$ cat src/rtl/spi_sample_target.sv
// spi_sample_target: SPI mode-0 target used as an on-chip codec stand-in.
// Each FRAME_BITS-bit frame shifts one queued sample out on miso. In the
// same frame it captures the initiator's mosi word and presents it with a
// one-cycle rx_valid strobe. sclk/cs/mosi are oversampled in the wb_clk_i
// domain, so f(wb_clk_i) must be at least 8 x f(sclk).
//
// Optional feature: define SPI_SAMPLE_TARGET_LOOPBACK_EN to add loopback_en.
// While loopback_en=1, every received word is pushed back into the TX FIFO,
// and external pushes are blocked.
//
// Ports:
//   wb_clk_i, wb_rst_i      clock, synchronous active-high reset
//   sclk, cs, mosi          SPI pins from the initiator (asynchronous)
//   miso, miso_oe           SPI data out and its pad output-enable
//   tx_data/valid/ready     sample push interface into the TX FIFO
//   rx_data, rx_valid       last complete mosi word and its update strobe
//   underrun, frame_err     sticky status flags, cleared by status_clr
//   loopback_en             (optional) route received words back to TX
module spi_sample_target #(
  parameter int unsigned FRAME_BITS  = 16,
  parameter int unsigned TX_DEPTH    = 4,
  parameter int unsigned SYNC_STAGES = 2
) (
  input  logic                  wb_clk_i,
  input  logic                  wb_rst_i,
  input  logic                  sclk,
  input  logic                  cs,
  input  logic                  mosi,
  output logic                  miso,
  output logic                  miso_oe,
  input  logic [FRAME_BITS-1:0] tx_data,
  input  logic                  tx_valid,
  output logic                  tx_ready,
  output logic [FRAME_BITS-1:0] rx_data,
  output logic                  rx_valid,
  output logic                  underrun,
  output logic                  frame_err,
`ifdef SPI_SAMPLE_TARGET_LOOPBACK_EN
  input  logic                  loopback_en,
`endif
  input  logic                  status_clr
);

  localparam int unsigned PTR_W = $clog2(TX_DEPTH);
  localparam int unsigned CNT_W = $clog2(TX_DEPTH + 1);
  localparam int unsigned BIT_W = $clog2(FRAME_BITS + 1);

  typedef enum logic [1:0] {
    ST_IDLE  = 2'd0,
    ST_LOAD  = 2'd1,
    ST_SHIFT = 2'd2,
    ST_DONE  = 2'd3
  } state_t;

  // Pin synchronizers plus one extra flop per edge-detected pin.
  logic [SYNC_STAGES-1:0] r_sclk_sync;
  logic [SYNC_STAGES-1:0] r_cs_sync;
  logic [SYNC_STAGES-1:0] r_mosi_sync;
  logic                   r_sclk_prev;
  logic                   r_cs_prev;

  always_ff @(posedge wb_clk_i) begin
    if (wb_rst_i) begin
      r_sclk_sync <= '0;
      r_cs_sync   <= '1;
      r_mosi_sync <= '0;
      r_sclk_prev <= 1'b0;
      r_cs_prev   <= 1'b1;
    end else begin
      r_sclk_sync <= {r_sclk_sync[SYNC_STAGES-2:0], sclk};
      r_cs_sync   <= {r_cs_sync[SYNC_STAGES-2:0], cs};
      r_mosi_sync <= {r_mosi_sync[SYNC_STAGES-2:0], mosi};
      r_sclk_prev <= r_sclk_sync[SYNC_STAGES-1];
      r_cs_prev   <= r_cs_sync[SYNC_STAGES-1];
    end
  end

  logic w_sclk_s;
  logic w_cs_s;
  logic w_mosi_s;
  logic w_sclk_rise;
  logic w_sclk_fall;
  logic w_cs_rise;
  logic w_cs_fall;

  assign w_sclk_s    = r_sclk_sync[SYNC_STAGES-1];
  assign w_cs_s      = r_cs_sync[SYNC_STAGES-1];
  assign w_mosi_s    = r_mosi_sync[SYNC_STAGES-1];
  assign w_sclk_rise =  w_sclk_s & ~r_sclk_prev;
  assign w_sclk_fall = ~w_sclk_s &  r_sclk_prev;
  assign w_cs_rise   =  w_cs_s   & ~r_cs_prev;
  assign w_cs_fall   = ~w_cs_s   &  r_cs_prev;

  logic w_lb_en;
`ifdef SPI_SAMPLE_TARGET_LOOPBACK_EN
  assign w_lb_en = loopback_en;
`else
  assign w_lb_en = 1'b0;
`endif

  state_t                r_state;
  state_t                w_state_nxt;
  logic [FRAME_BITS-1:0] r_tx_shift;
  logic [FRAME_BITS-1:0] r_rx_shift;
  logic [BIT_W-1:0]      r_bit_cnt;
  logic                  w_load;
  logic                  w_abort;
  logic                  w_complete;

  // Frame sequencing; datapath updates are derived from the strobes below.
  always_comb begin
    w_state_nxt = r_state;
    w_load      = 1'b0;
    w_abort     = 1'b0;
    w_complete  = 1'b0;
    case (r_state)
      ST_IDLE: begin
        if (w_cs_fall) w_state_nxt = ST_LOAD;
      end
      ST_LOAD: begin
        w_load = 1'b1;
        if (w_cs_rise) begin
          w_abort     = 1'b1;
          w_state_nxt = ST_IDLE;
        end else begin
          w_state_nxt = ST_SHIFT;
        end
      end
      ST_SHIFT: begin
        if (w_cs_rise) begin
          w_abort     = 1'b1;
          w_state_nxt = ST_IDLE;
        end else if (w_sclk_rise && (r_bit_cnt == BIT_W'(FRAME_BITS - 1))) begin
          w_complete  = 1'b1;
          w_state_nxt = ST_DONE;
        end
      end
      ST_DONE: begin
        if (w_cs_rise) w_state_nxt = ST_IDLE;
      end
      default: w_state_nxt = ST_IDLE;
    endcase
  end

  // TX FIFO: circular buffer; pointers wrap naturally (depth is a power of two).
  logic [FRAME_BITS-1:0] r_mem [TX_DEPTH];
  logic [PTR_W-1:0]      r_wr_ptr;
  logic [PTR_W-1:0]      r_rd_ptr;
  logic [CNT_W-1:0]      r_count;
  logic [CNT_W-1:0]      w_count_nxt;
  logic                  w_full;
  logic                  w_empty;
  logic                  w_pop;
  logic                  w_push;
  logic [FRAME_BITS-1:0] w_push_data;

  logic [FRAME_BITS-1:0] w_tx_shift_nxt;
  logic [FRAME_BITS-1:0] w_rx_shift_nxt;
  logic [BIT_W-1:0]      w_bit_cnt_nxt;

  assign w_full  = (r_count == CNT_W'(TX_DEPTH));
  assign w_empty = (r_count == '0);
  assign w_pop   = w_load & ~w_empty;
  // A simultaneous pop frees an entry, so a push is honoured even when full.
  assign w_push  = w_lb_en ? (w_complete & (~w_full | w_pop))
                           : (tx_valid   & (~w_full | w_pop));
  assign w_push_data = w_lb_en ? w_rx_shift_nxt : tx_data;

  always_comb begin
    w_count_nxt = r_count;
    case ({w_push, w_pop})
      2'b10:   w_count_nxt = r_count + CNT_W'(1);
      2'b01:   w_count_nxt = r_count - CNT_W'(1);
      default: w_count_nxt = r_count;
    endcase
  end

  // Shift registers: capture on sclk rise, advance miso on sclk fall.
  always_comb begin
    w_tx_shift_nxt = r_tx_shift;
    w_rx_shift_nxt = r_rx_shift;
    w_bit_cnt_nxt  = r_bit_cnt;
    if (w_load) begin
      w_tx_shift_nxt = w_pop ? r_mem[r_rd_ptr] : '0;
      w_rx_shift_nxt = '0;
      w_bit_cnt_nxt  = '0;
    end else if (r_state == ST_SHIFT) begin
      if (w_sclk_rise) begin
        w_rx_shift_nxt = {r_rx_shift[FRAME_BITS-2:0], w_mosi_s};
        w_bit_cnt_nxt  = r_bit_cnt + BIT_W'(1);
      end
      if (w_sclk_fall) begin
        w_tx_shift_nxt = {r_tx_shift[FRAME_BITS-2:0], 1'b0};
      end
    end
  end

  logic                  r_miso;
  logic                  r_miso_oe;
  logic                  r_tx_ready;
  logic [FRAME_BITS-1:0] r_rx_data;
  logic                  r_rx_valid;
  logic                  r_underrun;
  logic                  r_frame_err;

  // State, datapath and registered outputs.
  always_ff @(posedge wb_clk_i) begin
    if (wb_rst_i) begin
      r_state     <= ST_IDLE;
      r_tx_shift  <= '0;
      r_rx_shift  <= '0;
      r_bit_cnt   <= '0;
      r_wr_ptr    <= '0;
      r_rd_ptr    <= '0;
      r_count     <= '0;
      r_miso      <= 1'b0;
      r_miso_oe   <= 1'b0;
      r_tx_ready  <= 1'b1;
      r_rx_data   <= '0;
      r_rx_valid  <= 1'b0;
      r_underrun  <= 1'b0;
      r_frame_err <= 1'b0;
    end else begin
      r_state    <= w_state_nxt;
      r_tx_shift <= w_tx_shift_nxt;
      r_rx_shift <= w_rx_shift_nxt;
      r_bit_cnt  <= w_bit_cnt_nxt;
      r_count    <= w_count_nxt;
      if (w_push) r_wr_ptr <= r_wr_ptr + PTR_W'(1);
      if (w_pop)  r_rd_ptr <= r_rd_ptr + PTR_W'(1);
      // miso follows the next shift value so the MSB appears right after LOAD.
      r_miso     <= (w_state_nxt == ST_SHIFT) ? w_tx_shift_nxt[FRAME_BITS-1] : 1'b0;
      r_miso_oe  <= (w_state_nxt == ST_SHIFT) || (w_state_nxt == ST_DONE);
      r_tx_ready <= ~w_lb_en & (w_count_nxt != CNT_W'(TX_DEPTH));
      r_rx_valid <= w_complete;
      if (w_complete) r_rx_data <= w_rx_shift_nxt;
      // Sticky flags: a set event wins over a same-cycle clear.
      r_underrun  <= (w_load & w_empty) | (r_underrun  & ~status_clr);
      r_frame_err <= w_abort            | (r_frame_err & ~status_clr);
    end
  end

  // FIFO storage needs no reset; the pointers and count define its contents.
  always_ff @(posedge wb_clk_i) begin
    if (w_push) r_mem[r_wr_ptr] <= w_push_data;
  end

  assign miso      = r_miso;
  assign miso_oe   = r_miso_oe;
  assign tx_ready  = r_tx_ready;
  assign rx_data   = r_rx_data;
  assign rx_valid  = r_rx_valid;
  assign underrun  = r_underrun;
  assign frame_err = r_frame_err;

endmodule

$ cat config.mk
export PLATFORM = sky130hd
export DESIGN_NAME = spi_sample_target
export DESIGN_NICKNAME = d
export VERILOG_FILES = /design/src/rtl/spi_sample_target.sv
export SDC_FILE = /design/constraint.sdc
export NUM_CORES = 1
export LEC_CHECK = 0
export CORE_MARGIN = 3
export CORE_UTILIZATION = 59
export DETAILED_ROUTE_END_ITERATION = 16
export PLACE_DENSITY = 0.93
export SLEW_MARGIN = 20
export SYNTH_ARGS = -nofsm -noshare
export SYNTH_HDL_FRONTEND = slang
export SYNTH_SLANG_ARGS = --single-unit
$ cat constraint.sdc
create_clock -name wb_clk_i -period 5.25 [get_ports wb_clk_i]
set_clock_uncertainty 0.1 [all_clocks]
set_input_delay 0.525 -clock wb_clk_i [delete_from_list [all_inputs] [get_ports wb_clk_i]]
set_output_delay 0.525 -clock wb_clk_i [all_outputs]
set_load 0.02 [all_outputs]
After elaboration in Yosys (flattened, before gate mapping) --
Memory sizes are Yosys's and may differ from the RTL's. A register that Yosys moved wholly into a read port is not among the register bits. Index checks and enable logic that the tools add are counted.
Storage, ports and cells: register bits after elaboration 76, memory bits (writable) 64, input bits 23, output and inout port bits 22, logic and storage cells 91, memories 1
Operators by class: $add $sub $neg 5, eq/ne operators 10, mux-type cells 24, bitwise operators 20, reduce and logical (&&, ||, !) cells 11
Memory list:
- r_mem | depth 4, bits a word 16, read ports 1, clocked after memory_dff 1, wr ports 1, RTL line 146 | logic [FRAME_BITS-1:0] r_mem [TX_DEPTH];
Operators by type and width (number):
- $mux W16 | 7
- $mux W2 | 7
- $eq A2 B2 Y1 const B | 5
- $and A1 B1 Y1 | 9
- $mux W1 | 8
- $not A1 Y1 | 8
- $pmux W2 S4 | 1
- $pmux W3 S2 | 1
- $reduce_or A2 Y1 | 3
- $add A5 B1 Y5 const B | 1
- $eq A5 B4 Y1 const B | 1
- $add A2 B1 Y2 const B | 2
- $eq A2 B1 Y1 const B | 2
- $reduce_and A2 Y1 | 2
- $reduce_bool A2 Y1 | 2
- $add A3 B1 Y3 const B | 1
- $eq A3 B3 Y1 const B | 1
- $logic_not A3 Y1 | 1
- $ne A3 B3 Y1 const B | 1
- $or A1 B1 Y1 | 3
- $sub A3 B1 Y3 const B | 1
- $logic_not A2 Y1 | 1
- $logic_and A1 B1 Y1 | 1
- $logic_or A1 B1 Y1 | 1

Longest topological paths before layout --
depth in word-level cells 9, mapped depth 11, gate-level depth less buffers 9

Least setup slack after synthesis --
OpenSTA, ideal clock, no wires.
path type reg2reg, from register r_state[1], to register r_tx_ready, in the netlist tx_ready, library setup time 121 ps, data arrival time 2057 ps, data required time 5029 ps, path slack 2973 ps, stages on the path, launching flop included 12, buffers on the path 2, period minus slack after synthesis 2277 ps, path through dfxtp_1 > inv_1 > ha_1 > buf_2 > o31a_1 > buf_2 > nand2_1 > fa_1 > nand2b_1 > o21bai_1 > a31oi_1 > nand2_1
On the way: longest elaborated chain between the ends 8, elaborated cells on any way between the ends 9, classes of those cells 4 x eq/ne; 2 x mux; 3 x bitwise
Ends and longest elaborated chain:
- start, declared | RTL line 101 | state_t r_state;
- start signal, assigned | RTL line 224 | r_state <= w_state_nxt;
- $eq A2 B1 Y1 (*) | RTL line 116 | case (r_state)
- $mux W1 (*) | RTL line 116
- $and A1 B1 Y1 (*) | RTL line 163 | assign w_pop = w_load & ~w_empty;
- $or A1 B1 Y1 | RTL line 166 | : (tx_valid & (~w_full | w_pop));
- $and A1 B1 Y1 | RTL line 166
- $eq A2 B1 Y1 / $eq A2 B2 Y1 (equally long branches) | RTL line 171 | case ({w_push, w_pop})
- $pmux W3 S2 (*) | RTL line 171
- $ne A3 B3 Y1 (*) | RTL line 234 | r_tx_ready <= ~w_lb_en & (w_count_nxt != CNT_W'(TX_DEPTH));
- end signal, assigned | RTL line 234
- end, declared | RTL line 200 | logic r_tx_ready;
Mark *: on every way between the ends. The rest lies on a longest branch, timed or not. A chain may end at the register's enable or synchronous reset.

Final worst setup path --
from register r_state[1], to memory r_mem[1][10], enable pin
On the way: longest elaborated chain between the ends 7
Ends and longest elaborated chain:
- $eq A2 B1 Y1 | RTL line 116
- $mux W1 | RTL line 116
- $and A1 B1 Y1 | RTL line 163
- $or A1 B1 Y1 | RTL line 166
- $and A1 B1 Y1 | RTL line 166
- $mux W1 | RTL line 245 | if (w_push) r_mem[r_wr_ptr] <= w_push_data;
- $mux W1 (implied by the code) | RTL line 245
- end, declared | RTL line 146
Every way passes these cells.

==> results_dict.tcl <==
set metrics [dict create \
    drtPass1Iterations 5 \
    fin_crit_sh_pct 58.6 \
    crit_chain "inv_1, ha_1, inv_2, a31oi_2, and2_1" \
    syn2layout_area_growth_pct 18.6 \
    yosysMostFrequentCell "dfxtp_1" \
    worstHoldStart "r_cs_sync[0]" \
    rsz0062_at_grt "no" \
    setup_violations 0 \
    cts_tree "yes" \
    cts_sinks 141 \
    start_kind "register" \
    crit_slowest_cell "and2_1" \
    netlist_area_um2 5480 \
    holdPathEnd "r_cs_sync[1]" \
    yosys-top-cells-area "edfxtp_1 (35%), dfxtp_1 (28%), mux4_2 (3.7%), nand2_1 (3.7%), mux4_1 (3.4%)" \
    ff2ff_path_depth 5 \
    whs_path_depth 1 \
    syn_inst 438 \
    syn_nets 472 \
    critPathKind "register to register" \
    hold_viol 0 \
    n_antenna_cell 0 \
    num_rows 34 \
    fp.dieW_um 102 \
    cp_max_fo 18 \
    clk_path_buf_depth 2 \
    yosysSeqAreaShare_pct 63.2 \
    nets 506 \
    clockRootBuffer "clkbuf_8" \
    fmax_mhz 325 \
    synthTopCellsByCount "dfxtp_1 (77), edfxtp_1 (64), nand2_1 (54)" \
    dieArea_um2 10500 \
    drt_iter0_drc 204 \
    synthArstFlopShare_pct 0 \
    yosysTopAreaCell "edfxtp_1" \
    slew_viol_final 0 \
    synth_edf_count 64 \
    grt_util_all_layers_pct 21.5 \
    drv_cap 0 \
    reg2reg_setup_slack_ps 2170 \
    core_um2 8850 \
    total_power_w 0.00252 \
    worst_setup_path_end_kind "register" \
    die_h_um 102 \
    r2r_start "r_state[1]" \
    fin_tns_setup_ps 0 \
    max_stage_delay_ps 750 \
    dp_hpwl_mm 6.26 \
    vias 3471 \
    ios 45 \
    relSlewSlack_pct 32.7 \
    gp_congestion 0.755 \
    post_cts_buffers 0 \
    ys_warn_count 0 \
    grt_max_degree 57 \
    synth_flop_cell "dfxtp_1" \
    htreeDepth 4 \
    grt-ovfl-total 0 \
    avgViaCountPerCell 5.85 \
    antenna_found_initial 0 \
    worst_slew_pin_slew_ps 1010 \
    yosysTopAreaCellShare_pct 35.1 \
    p_leak_nw 2.21 \
    min_path_type "register to register" \
    avgSynthCellArea_um2 12.5 \
    status "completed" \
    cts_buffers 17 \
    grt_pass1_vias 3482 \
    drcViolationCount 0 \
    finalCriticalPeriod_ps 3080 \
    path_clk_slew_ps 60 \
    final_antenna_net_count 0 \
    synth_cell_types 54 \
    start_util_pct 61.9 \
    cp.required_ps 5300 \
    worst_skew_pair.late_latency_ps 520 \
    io_buffers 44 \
    reg2reg_to "r_mem[1][10]" \
    ir_drop_uv 321 \
    drive_gt1_share_pct 10.5 \
    grt_pass1_wl_mm 16.9 \
    nFillCells 568 \
    wl_per_cell_um 17.9 \
    synth_seq_cells 141 \
    postCtsHoldBufs 0 \
    powerDensity_nw_per_um2 388 \
    crit_arrival_ps 3120 \
    cts_repair_resize_count 0 \
    wl_mm 10.6 \
]
==> final cells by class <==
cell class / count / area [um2] / area share [%]
Clock buffer: 17 / 414 / 6.37
Clock inverter: 15 / 185 / 2.85
Inverter: 12 / 45.0 / 0.693
Multi-Input combinational cell: 256 / 1820 / 28.0
Sequential cell: 141 / 3460 / 53.3
Tap cell: 108 / 135 / 2.08
Timing Repair Buffer: 44 / 435 / 6.70
==> critical path: cells and delay by family (launching register included) <==
family | cells | cell delay, ps
buffers and inverters | 2 | 420
flip-flops | 1 | 350
AO/OA/AOI/OAI | 1 | 450
AND/OR/NAND/NOR | 1 | 750
adder cells (fa/ha/maj) | 1 | 620
==> power breakdown <==
group | internal, W | switching [W] | total (W)
Combinational | 0.0000487 | 0.0000651 | 0.000114
Sequential | 0.00118 | 0.0000173 | 0.00120
Clock | 0.000732 | 0.000474 | 0.00121
==> placed cells by master (no fill, tap or decap), types with 2 or more instances in the layout <==
master and instances:
nand3_1 16, xor2_1 4, edfxtp_1 64, a31oi_1 2, or2_2 4, ha_1 10
nor3_1 9, a22oi_1 3, nor2b_1 8, and3_1 2, clkdlybuf4s50_1 43, xnor2_1 3
bufinv_16 3, o21ai_0 3, a221oi_1 6, clkinv_2 2, and2_1 6, o311ai_0 2
nand2_1 54, inv_8 2, clkbuf_16 16, dfxtp_1 77, inv_1 11, mux4_2 9
nand2b_1 2, or3_1 2, clkinv_4 2, a222oi_1 8, nand3b_1 3, mux4_1 7
a21oi_1 34, a211oi_1 2, clkinvlp_4 2, inv_6 3, and3b_1 2, mux2i_1 3
nor2_1 35
==> cells by family after synthesis <==
logic type | after synthesis | share of synthesized area [%]
flops | 141 | 63.2
fa+ha+maj | 11 | 2.65
mux | 21 | 8.02
xor+xnor | 7 | 1.12
simple gates | 147 | 12.6
buf+inv | 41 | 3.54
compound gates | 70 | 8.82
==> registers in the layout, indices dropped and copies added (netlist names), named ones only <==
signal,cells
frame_err,1
miso,1
miso_oe,1
r_bit_cnt,5
r_count,3
r_cs_prev,1
r_cs_sync,2
r_mem,64
r_mosi_sync,2
r_rd_ptr,2
r_rx_shift,15
r_sclk_prev,1
r_sclk_sync,2
r_state,2
r_tx_shift,16
r_wr_ptr,2
rx_data,16
rx_valid,1
tx_ready,1
underrun,1
==> routing by layer <==
layer	routed length, um	GRT usage [%]	share of wire [%]	vias to the layer above
met5	0	0	0	-
met4	163	9.18	1.5	0
met3	435	5.87	4.1	16
met2	5570	37.1	52	102
met1	4440	25.4	42	1693
li1	-	-	-	1660
==> through the flow <==
stage	area (um2)	hold WS [ps]	setup WS [ps]	util (%)	instances
finish	6500	319	2170	73.4	593
global route	6500	331	1980	73.4	593
CTS	6500	323	2170	73.4	593
detailed placement	5900	313	2220	66.7	561
global placement	5900	305	2400	66.7	561
floorplan	5480	289	2970	-	438
==> worst max path at each step <==
stage                          start           end  slack (ps)  cells past startpoint
final                     r_state[1]  r_mem[1][10]        2170                      5
after floorplan           r_state[1]      tx_ready        2970                     11
after global placement    r_state[1]   r_mem[0][2]        2400                      5
after CTS                 r_state[1]   r_mem[1][9]        2170                      5
after detailed placement  r_state[1]   r_mem[1][2]        2220                      5
after global routing      r_state[1]   r_mem[1][8]        1980                      5
No activity file was read; power rests on OpenSTA's default activity.
